**src/rtl/normalize32_seq_pkg.sv**
```systemverilog
`default_nettype none
// ============================================================================
// Module      : prj_definition (package)
// Description : Shared constants for the 32-bit sequential left-normalizer:
//               FSM state encodings, search step count, zero-operand count.
// Revision    : 1.0 - initial release
// ============================================================================
package prj_definition;

  // FSM encoding
  localparam int         c_STATE_W = 2;
  localparam logic [1:0] c_IDLE    = 2'b00;
  localparam logic [1:0] c_RUN     = 2'b01;
  localparam logic [1:0] c_FIN     = 2'b10;

  // Binary search: steps of 16, 8, 4, 2, 1 -> k runs 4..0
  localparam int         c_NUM_STEPS = 5;
  localparam int         c_STEP_W    = 3;
  localparam logic [2:0] c_FIRST_K   = 3'(c_NUM_STEPS - 1);

  // Count reported for an all-zero operand
  localparam logic [5:0] c_ZERO_CNT = 6'd32;

endpackage
`default_nettype wire

```
**src/rtl/normalize32_seq_norm_step.sv**
```systemverilog
`default_nettype none
// ============================================================================
// Module      : norm_step (+ MUX32_2x1)
// Description : One combinational stage of the normalizer binary search.
//               Shifts the word left by 2^k when its top 2^k bits are zero.
// Revision    : 1.0 - initial release
// ============================================================================

// 32-bit two-input multiplexer: i_sel=0 -> i_a0, i_sel=1 -> i_a1
module MUX32_2x1 (
  input  logic [31:0] i_a0,
  input  logic [31:0] i_a1,
  input  logic        i_sel,
  output logic [31:0] o_y
);

  assign o_y = i_sel ? i_a1 : i_a0;

endmodule

module norm_step
  import prj_definition::*;
(
  input  logic [31:0]         i_w,
  input  logic [c_STEP_W-1:0] i_k,
  output logic [31:0]         o_w,
  output logic                o_taken
);

  logic [5:0]  w_shamt;
  logic [31:0] w_mask;
  logic [31:0] w_shifted;

  // Step size 2^k and a mask selecting the top 2^k bits of the word
  assign w_shamt   = 6'd1 << i_k;
  assign w_mask    = ~(32'hFFFF_FFFF >> w_shamt);
  assign o_taken   = ((i_w & w_mask) == 32'd0);
  assign w_shifted = i_w << w_shamt;

  MUX32_2x1 u_mux (
    .i_a0  (i_w),
    .i_a1  (w_shifted),
    .i_sel (o_taken),
    .o_y   (o_w)
  );

endmodule
`default_nettype wire

```
**src/rtl/normalize32_seq.sv**
```systemverilog
`default_nettype none
// ============================================================================
// Module      : normalize32_seq
// Description : Sequential 32-bit left-normalizer. Finds the leading-zero
//               count with a 5-step binary search (16/8/4/2/1), one stage
//               per clock, and returns the normalized word, the count and a
//               zero flag behind a START/BUSY/DONE handshake.
//               Optional macro NORM_EARLY_DONE_EN: finish as soon as the
//               working word is already normalized (or the operand is zero).
// Revision    : 1.0 - initial release
// ============================================================================
module normalize32_seq
  import prj_definition::*;
#(
  parameter int WIDTH = 32,
  parameter int CNT_W = 6
) (
  input  logic             CLK,
  input  logic             RST,
  input  logic             START,
  input  logic [WIDTH-1:0] D,
  output logic             BUSY,
  output logic             DONE,
  output logic [WIDTH-1:0] Y,
  output logic [CNT_W-1:0] CNT,
  output logic             ZERO
);

  logic [c_STATE_W-1:0] r_state;
  logic [c_STATE_W-1:0] w_state_next;
  logic [WIDTH-1:0]     r_w;
  logic [CNT_W-1:0]     r_cnt;
  logic [c_STEP_W-1:0]  r_k;
  logic                 r_zero_op;
  logic [WIDTH-1:0]     r_y;
  logic [CNT_W-1:0]     r_cnt_out;
  logic                 r_zero_out;

  logic [WIDTH-1:0]     w_w_next;
  logic                 w_taken;
  logic [CNT_W-1:0]     w_cnt_next;
  logic                 w_accept;
  logic                 w_run_done;

  norm_step u_step (
    .i_w     (r_w),
    .i_k     (r_k),
    .o_w     (w_w_next),
    .o_taken (w_taken)
  );

  assign w_cnt_next = w_taken ? (r_cnt + (CNT_W'(1) << r_k)) : r_cnt;

  // A new operation may start from IDLE or from the DONE cycle
  assign w_accept = START && ((r_state == c_IDLE) || (r_state == c_FIN));

`ifdef NORM_EARLY_DONE_EN
  // Once bit 31 is set the remaining steps cannot shift; a zero operand
  // has a forced result, so neither needs the rest of the search.
  assign w_run_done = (r_k == '0) || r_w[WIDTH-1] || r_zero_op;
`else
  assign w_run_done = (r_k == '0);
`endif

  // State register
  always_ff @(posedge CLK) begin
    if (RST) begin
      r_state <= c_IDLE;
    end else begin
      r_state <= w_state_next;
    end
  end

  // Next-state logic
  always_comb begin
    w_state_next = r_state;
    case (r_state)
      c_IDLE:  if (w_accept) w_state_next = c_RUN;
      c_RUN:   if (w_run_done) w_state_next = c_FIN;
      c_FIN:   w_state_next = w_accept ? c_RUN : c_IDLE;
      default: w_state_next = c_IDLE;
    endcase
  end

  // Working word, count, step index and result registers
  always_ff @(posedge CLK) begin
    if (RST) begin
      r_w        <= '0;
      r_cnt      <= '0;
      r_k        <= c_FIRST_K;
      r_zero_op  <= 1'b0;
      r_y        <= '0;
      r_cnt_out  <= '0;
      r_zero_out <= 1'b0;
    end else if (w_accept) begin
      r_w       <= D;
      r_cnt     <= '0;
      r_k       <= c_FIRST_K;
      r_zero_op <= (D == '0);
    end else if (r_state == c_RUN) begin
      r_w   <= w_w_next;
      r_cnt <= w_cnt_next;
      r_k   <= r_k - 3'd1;
      // Results only change on the edge entering FIN; a zero operand
      // reports 32 instead of the 31 the search would produce.
      if (w_run_done) begin
        r_zero_out <= r_zero_op;
        r_y        <= r_zero_op ? '0 : w_w_next;
        r_cnt_out  <= r_zero_op ? CNT_W'(c_ZERO_CNT) : w_cnt_next;
      end
    end
  end

  // Handshake and result outputs
  always_comb begin
    BUSY = (r_state == c_RUN);
    DONE = (r_state == c_FIN);
    Y    = r_y;
    CNT  = r_cnt_out;
    ZERO = r_zero_out;
  end

endmodule
`default_nettype wire

```
**config.mk**
```make
export PLATFORM = sky130hd
export DESIGN_NAME = normalize32_seq
export DESIGN_NICKNAME = d
export VERILOG_FILES = /design/src/rtl/normalize32_seq_pkg.sv /design/src/rtl/normalize32_seq_norm_step.sv /design/src/rtl/normalize32_seq.sv
export SDC_FILE = /design/constraint.sdc
export NUM_CORES = 1
export LEC_CHECK = 0
export ABC_AREA = 1
export BUFFER_PORTS_ARGS = -buffer_cell sky130_fd_sc_hd__clkbuf_2
export CORE_UTILIZATION = 55
export DETAILED_ROUTE_END_ITERATION = 10
export PLACE_DENSITY = 0.73
export SLEW_MARGIN = 10
export SYNTH_ARGS = -nofsm -noshare
export SYNTH_HDL_FRONTEND = slang
export SYNTH_SLANG_ARGS = --single-unit
```
**constraint.sdc**
```tcl
create_clock -name CLK -period 3.1 [get_ports CLK]
set_input_delay 0 -clock CLK [delete_from_list [all_inputs] [get_ports CLK]]
set_output_delay 0 -clock CLK [all_outputs]
set_load 0.005 [all_outputs]
```
After elaboration in Yosys (flattened, before gate mapping)
Cells that the tools add are included.

$add $sub $neg: 2. Mux-type cells: 10. Shift-type cells: 3. Bitwise gates (word level): 3. Equal/unequal tests: 4. Reductions and logical operators: 10.

Operators with widths (number): two-way mux 32 bit (4); logical NOT 32 bit (2); bitwise AND 32 bit (1); inverter 32 bit (1); << shifter 32 x 6 -> 32 bit (1); right shift 32 x 6 -> 32 bit (first input constant) (1); two-way mux 6 bit (2); adder 6 bit (1); case mux 2 bit (3 select lines) (1); << shifter 1 x 3 -> 6 bit (first input constant) (1); two-way mux 2 bit (2); logical NOT 3 bit (1); AND reduction 3 bit (1); subtractor 3 x 1 -> 3 bit (second input constant) (1); equality test 2 x 1 -> 1 bit (second input constant) (1); equality test 2 bit (second input constant) (1); logical NOT 2 bit (1); != test 2 x 1 -> 1 bit (second input constant) (1); != test 2 bit (second input constant) (1); AND reduction 2 bit (1); nonzero test 2 bit (1); OR reduction 2 bit (1); logical AND 1 bit (1); logical OR 1 bit (1); 2 further kinds (2).

Input port bits: 35. Register bits after elaboration: 83.

Longest topological paths before layout
Gate-level depths: netlist of the first run.

Word-level depth: 8. Mapped depth: 18. Gate-level depth less buffers: 15.

Hierarchy
A second synthesis of the first run with hierarchy kept.

Cell total of the unflattened synthesis: 1025. Area, all modules: 6182.2 um^2.

By module, submodules not included: normalize32_seq (sequential area each 1661.6 um^2, cells an instance 468, area each 3555.9 um^2, times used 1); norm_step (sequential area each 0.0 um^2, cells an instance 453, area each 2134.5 um^2, times used 1); MUX32_2x1 (sequential area each 0.0 um^2, cells an instance 104, area each 491.7 um^2, times used 1).

Worst setup path before layout of the first run
Ideal clock, no wire load.

Path kind: flip-flop to flip-flop. From: reg r_k[0]. To: reg r_cnt_out[4] (netlist: CNT[4]). Path buffers: 1. Arrival: 2521 ps. Clock period less this slack: 2591 ps. Setup time: 70 ps. Cell stages (with the launch flop): 15. Setup slack: 509 ps. Data required time: 3030 ps. Path through: dfxtp_1 -> inv_1 -> ha_1 -> inv_1 -> nor2_2 -> clkbuf_1 -> ha_1 -> inv_1 -> fa_1 -> o21ai_0 -> xor2_1 -> nand2_1 -> o21ai_1 -> nand2_1 -> a21oi_1.

Longest elaborated chain between the ends: 7.

RTL lines: start: declaration (line normalize32_seq.sv:33) `logic [c_STEP_W-1:0] r_k;`; start signal: assignment (line normalize32_seq.sv:90) `r_k <= c_FIRST_K;`; start signal: assignment (line normalize32_seq.sv:98) `r_k <= c_FIRST_K;`; start signal: assignment (line normalize32_seq.sv:103) `r_k <= r_k - 3'd1;`; << shifter 1 x 3 -> 6 bit (line normalize32_seq_norm_step.sv:35, normalize32_seq.sv:52); right shift 32 x 6 -> 32 bit (line normalize32_seq_norm_step.sv:36) `assign w_mask = ~(32'hFFFF_FFFF >> w_shamt);`; inverter 32 bit (line normalize32_seq_norm_step.sv:36); bitwise AND 32 bit (line normalize32_seq_norm_step.sv:37) `assign o_taken = ((i_w & w_mask) == 32'd0);`; logical NOT 32 bit (line normalize32_seq_norm_step.sv:37); two-way mux 6 bit (line normalize32_seq.sv:52) `assign w_cnt_next = w_taken ? (r_cnt + (CNT_W'(1) << r_k)) : r_cnt;`; two-way mux 6 bit (line normalize32_seq.sv:109) `r_cnt_out <= r_zero_op ? CNT_W'(c_ZERO_CNT) : w_cnt_next;`; end signal: assignment (line normalize32_seq.sv:109); end: declaration (line normalize32_seq.sv:36) `logic [CNT_W-1:0] r_cnt_out;`.

Several ways; a longest one is shown, not always the timed one. A chain may end at the register's enable or synchronous reset.

Worst setup path after layout of the first run
From: reg r_k[1]. To: reg r_y[11] (netlist: Y[11]).

Longest elaborated chain between the ends: 7.

RTL lines: << shifter 1 x 3 -> 6 bit (line normalize32_seq_norm_step.sv:35) `assign w_shamt = 6'd1 << i_k;`; right shift 32 x 6 -> 32 bit (line normalize32_seq_norm_step.sv:36); inverter 32 bit (line normalize32_seq_norm_step.sv:36); bitwise AND 32 bit (line normalize32_seq_norm_step.sv:37); logical NOT 32 bit (line normalize32_seq_norm_step.sv:37); two-way mux 32 bit (line normalize32_seq_norm_step.sv:17) `assign o_y = i_sel ? i_a1 : i_a0;`; two-way mux 32 bit (line normalize32_seq.sv:108) `r_y <= r_zero_op ? '0 : w_w_next;`; end signal: assignment (line normalize32_seq.sv:108); end: declaration (line normalize32_seq.sv:35) `logic [WIDTH-1:0] r_y;`.

Several ways; a longest one is shown, not always the timed one.

==> flow_summary.toml, run 1 <==
[cells_and_area]
syn_to_final_growth_pct = 12.7
drive_gt1_share_pct = 13.4
nets = 1175
antenna_cells = 0

[sta]
max_freq_mhz = 350
finalCriticalPeriod_ns = 2.86
slew_headroom_pct = 56.9
skew_ns = 0.0102
worstMarginPinSlew_ns = 0.646
fin_crit_sh_pct = 92.1
grt_setup_unrepaired = "no"
hold_viol_final = 0
final-setup-viol-count = 0
maxSlewViolCount = 0
fin_setup_tns_ns = 0

[power]
total_power_mw = 3.29
ir_worst_vdd_mv = 0.373
pwr_density_cell_nw_per_um2 = 471
power_leakage_nw = 3.26

[floorplan]
design.die.area_um2 = 11700
num_rows = 38
coreArea_um2 = 10900
io-pin-count = 76
die_y_um = 108
start_util_pct = 56.8
die_w_um = 108

[worst_setup_path]
r2r-end = "Y[11]"
cp.required_ns = 3.33
rr_startpoint = "r_k[1]"
reg2reg_depth = 15
reg2reg_slack_ns = 0.24
worstPathArrival_ns = 3.09
critPathCaptureType = "flop"
path_max_fanout = 31
cp-start-kind = "flop"
criticalPathCategory = "reg -> reg"

[grt]
grt_pass1_wl_mm = 34.9
grt_pass1_vias = 6579
grt_usage_pct = 39.2
grt_max_degree = 59
grt.overflow.total = 0
antenna_found_initial = 0

[synth]
syn-num-nets = 1113
ys_seq_elements = 83
yosysWarnings = 0
syn_area_um2 = 6190
avgSynthCellArea_um2 = 5.80
synth_cell_types = 38
synth_top_area_cell = "dfxtp_1"
synth_area_leaders = "dfxtp_1 27%, nand2_1 21%, nand3_1 16%"
postSynthCellCount = 1067
synth_top_area_share_pct = 26.8
ys_seq_area_share_pct = 26.8

[hold_path]
hold_path_end = "r_w[28]"
min_from = "D[28]"
holdPathStages = 5
hp-class = "in -> reg"

[detailed_routing]
viasPerCell = 5.99
vias = 7626
ant_nets = 0
drt_iter0_drc = 952
wl_per_cell_um = 17.8
drcViolationCount = 0
drt_wl_total_mm = 22.7
dr.pass1.iters = 5

[cts]
cts_tree = "done"
clock-sinks = 83
cts_made_buffers = 9
worstSkewPairLatency_ns = 0.38
clk_pin_slew_worst_paths_ns = 0.09
ctsHtreeMaxLevel = 3
cts_buffer_depth = 2
cts_root_buffer = "clkbuf_8"

[place]
gp_congestion = 1.03
dp_hpwl_mm = 16.7
portBuffers = 75

[run]
maxCapViolCount = 0

[status]
status = "complete, no violations"
cells in the final DEF (no fill, tap or decap), drive strengths merged, types with 9 or more instances in the layout:
master and n:
nand2 360, nand3 202, o21ai 91, a21oi 88, clkbuf 86, dfxtp 83, inv 72, nor2 69
buf 31, ha 10, nand4 9
registers in the layout (all words and copies together) (netlist names):
signal and flops:
r_w 32, ZERO 1, r_state 2, r_cnt 6
r_zero_op 1, CNT 6, r_k 3, Y 32
cell type report:
class	count	area, um2
inverters	73	278
multi-input cells	848	3970
clock buffers	11	141
well taps	140	175
clock inverters	5	37.5
flip-flops and latches	83	1660
repair buffers	114	713
fillers	1117	3910
Yosys cell counts (all sizes together):
library cell and n:
nor2 67, clkbuf 41, a31oi 1, inv 71, buf 24, o211ai 1
a211oi 1, o21ai 91, nand4 9, fa 1, o41ai 1, or2 3
dfxtp 83, nand3 202, xnor2 1, a21oi 88, nor3 1, nand2 360
xor2 3, clkinv 2, nor4 3, o21a 1, and3 2, ha 10
critical path, cell delays in order, from the launching register on:
cell     delay [ns]
dfxtp_1        0.39
inv_1          0.10
ha_1           0.21
nand2_2        0.20
nand2_4        0.20
nor2_8         0.21
inv_2          0.10
nand2_1        0.07
nand2_1        0.05
nor2_1         0.16
nand3_4        0.17
buf_4          0.28
o21ai_0        0.26
nand2_1        0.14
nand2_1        0.08
a21oi_1        0.06
metal layers:
| layer | share of wire (%) | GRT usage (%) | vias to the layer above | wire length, um |
|---|---|---|---|---|
| li1 | - | - | 3649 | - |
| met1 | 44 | 57.4 | 3485 | 10000 |
| met2 | 42 | 56.6 | 446 | 9460 |
| met3 | 12 | 8.44 | 46 | 2630 |
| met4 | 2.6 | 12.5 | 0 | 585 |
| met5 | 0 | 0 | - | 0 |
where the power goes:
group          leakage (nW)  internal [mW]  switching, mW
combinational          2.50          0.388          0.931
sequential            0.674           1.12         0.0920
clock                0.0859          0.316          0.436
total                  3.26           1.83           1.46
cells by family (layout without fill, tap and decap cells):
logic type,after synthesis,in the layout,share of synthesized area [%]
simple gates,647,649,45.7
flops,83,83,26.8
xor+xnor,4,4,0.566
compound gates,184,184,15.1
buf+inv,138,203,9.42
fa+ha+maj,11,11,2.34
repair_timing:
item,in CTS,in global routing
resized for setup,0,3
endpoints found under the hold margin,7,0
buffers inserted,0,0
setup endpoints to repair,0,46
hold buffers,8,0
per-stage QoR:
| step | instance area, um2 | cells | util, % | hold WS [ns] | setup slack [ns] |
|---|---|---|---|---|---|
| 6_report | 6980 | 1274 | 64.1 | 0.00996 | 0.245 |
| 5_1_grt | 6980 | 1274 | 64.1 | 0.0330 | 0.00760 |
| 4_1_cts | 6950 | 1272 | 63.8 | 0.000368 | 0.203 |
| 3_5_place_dp | 6690 | 1248 | 61.5 | 0.327 | 0.239 |
| 3_3_place_gp | 6690 | 1248 | 61.5 | 0.320 | 0.294 |
| 2_1_floorplan | 6190 | 1067 | - | 0.152 | 0.509 |
how the worst max path moves through the flow:
| stage | slack (ns) | end | startpoint |
|---|---|---|---|
| after floorplan | 0.51 | CNT[4] | r_k[0] |
| after global placement | 0.29 | CNT[3] | r_k[1] |
| after detailed placement | 0.24 | CNT[3] | r_k[1] |
| after CTS | 0.20 | CNT[3] | r_k[1] |
| after global routing | 0.008 | r_cnt[1] | r_k[1] |
| final | 0.24 | Y[11] | r_k[1] |
Power figures use the tool's default switching activity.
==> inputs of run 2 (changes only) <==
- MAX_ROUTING_LAYER: unset -> met4
==> run 2 against run 1 <==
Net effect: non-clock buffer count is 1 lower; largest cell class unchanged; utilization is 0.15 points higher; combinational power hardly changed; die area unchanged; critical path depth unchanged; sequential share of layout area shrank 0.055 points; clock-buffer cell count is 2 lower; sequential power about the same; final area grew 0.23%; clock power grew 7.4%.
==> flow_summary.toml, run 2 (synthesis results as in run 1) <==
[worst_setup_path]
crit_slowest_cell = "nor2_2"
path_max_fanout = 15
cp-start-kind = "flop"
worstPathArrival_ns = 3.26
slowest_delay_ns = 0.55
cp_cell_sequence = "inv_1 -> ha_1 -> nand2_2 -> nand2_4 -> nor2_8 -> nand2_2 -> o21ai_2 -> nand2_1 -> inv_2 -> nand2_2 -> nor2_2 -> nand2_1 -> nand3_1 -> nand2_1 -> a21oi_1"
critPathCaptureType = "flop"
cp.required_ns = 3.40
criticalPathCategory = "reg -> reg"

[grt]
antenna_found_initial = 0
grt_pass1_wl_mm = 35.2
grt.overflow.total = 0
grt_usage_pct = 40.8
grt_pass1_vias = 6545
grt_max_degree = 49

[floorplan]
start_util_pct = 56.8
num_rows = 38
io-pin-count = 76
die_y_um = 108
coreArea_um2 = 10900
die_w_um = 108
design.die.area_um2 = 11700

[place]
dp_hpwl_mm = 17.2
portBuffers = 75
gp_congestion = 1.02

[cts]
cts_setup_buffers = 0
cts_tree = "done"
cts_root_buffer = "clkbuf_8"
clk_pin_slew_worst_paths_ns = 0.09
ctsHtreeMaxLevel = 3
cts_buffer_depth = 2
worstSkewPairLatency_ns = 0.37
cts_made_buffers = 9
clock-sinks = 83

[hold_path]
hp-class = "in -> reg"

[sta]
maxSlewViolCount = 0
finalCriticalPeriod_ns = 2.96
fin_crit_sh_pct = 95.6
slew_headroom_pct = 47.9
skew_ns = 0.0142
worstMarginPinSlew_ns = 0.781
hold_viol_final = 0
grt_setup_unrepaired = "no"
fin_setup_tns_ns = 0
final-setup-viol-count = 0
max_freq_mhz = 337

[power]
power_leakage_nw = 3.27
ir_worst_vdd_mv = 0.342
pwr_density_cell_nw_per_um2 = 479

[cells_and_area]
fillCellCount = 1092
layout_common_cells = "352 x nand2_1, 197 x nand3_1, 88 x a21oi_1"
nets = 1174
antenna_cells = 0
final_core_util_pct = 64.2
layout_commonest_cell = "nand2_1"
drive_gt1_share_pct = 13.6
syn_to_final_growth_pct = 13.0

[detailed_routing]
wl_per_cell_um = 18.2
drcViolationCount = 0
ant_nets = 0
drt_iter0_drc = 1112
drt_wl_total_mm = 23.2
dr.pass1.iters = 6
vias = 7618
viasPerCell = 5.99

[status]
status = "complete, no violations"

[run]
maxCapViolCount = 0
## run 2: critical path, delay by kind of cell, from the launching register on
kind	cells	cell delay [ns]
buffers and inverters	2	0.18
flip-flops	1	0.39
AND/OR/NAND/NOR	10	1.74
adder cells (fa/ha/maj)	1	0.31
AO/OA/AOI/OAI	2	0.28
## run 2: report_power, final
group	internal [mW]	total, mW	switching (mW)
Combinational	0.390	1.32	0.933
Clock	0.377	0.808	0.431
Sequential	1.12	1.22	0.0938
Total	1.89	3.35	1.46
## run 2: timing repair
item | 4_1_cts | 5_1_grt
endpoints found under the hold margin | 3 | 0
resized for setup | 0 | 3
hold buffers | 5 | 0
endpoints found under the setup margin | 0 | 72
## run 2: layout make-up
class	instances	area (um2)	area share, %
clock inverter	6	73.8	1.06
inverter	73	278	3.97
clock buffer	9	124	1.77
timing repair buffer	113	711	10.2
multi-input combinational	848	3970	56.8
sequential	83	1660	23.8
tap	140	175	2.50
## run 2: path summary, 6_finish.rpt
path | start | end | slack, ns | cells after the start
setup reg to reg | r_k[0] | r_w[3] | 0.14 | 15
setup / recovery | r_k[0] | r_w[3] | 0.14 | 15
hold / removal | D[2] | r_w[2] | 0.007 | 5
hold reg to reg | CNT[1] | CNT[1] | 0.47 | 2
## run 2: per-layer routing
layer,wire length [um],global-route usage (%)
met4,655,11.7
met3,2690,8.44
met2,9950,59.4
met1,9900,56.7
met5,0,-
## run 2: metrics by stage
stage / total power [mW] / area [um2] / setup WS, ns / instances / hold WS (ns)
floorplan: 2.11 / 6190 / 0.509 / 1067 / 0.152
global placement: 2.46 / 6720 / 0.317 / 1250 / 0.309
detailed placement: 2.45 / 6720 / 0.182 / 1250 / 0.312
CTS: 3.25 / 6970 / 0.153 / 1270 / 0.00128
global route: 3.50 / 6990 / 0.00661 / 1272 / 0.0361
finish: 3.35 / 6990 / 0.135 / 1272 / 0.00659
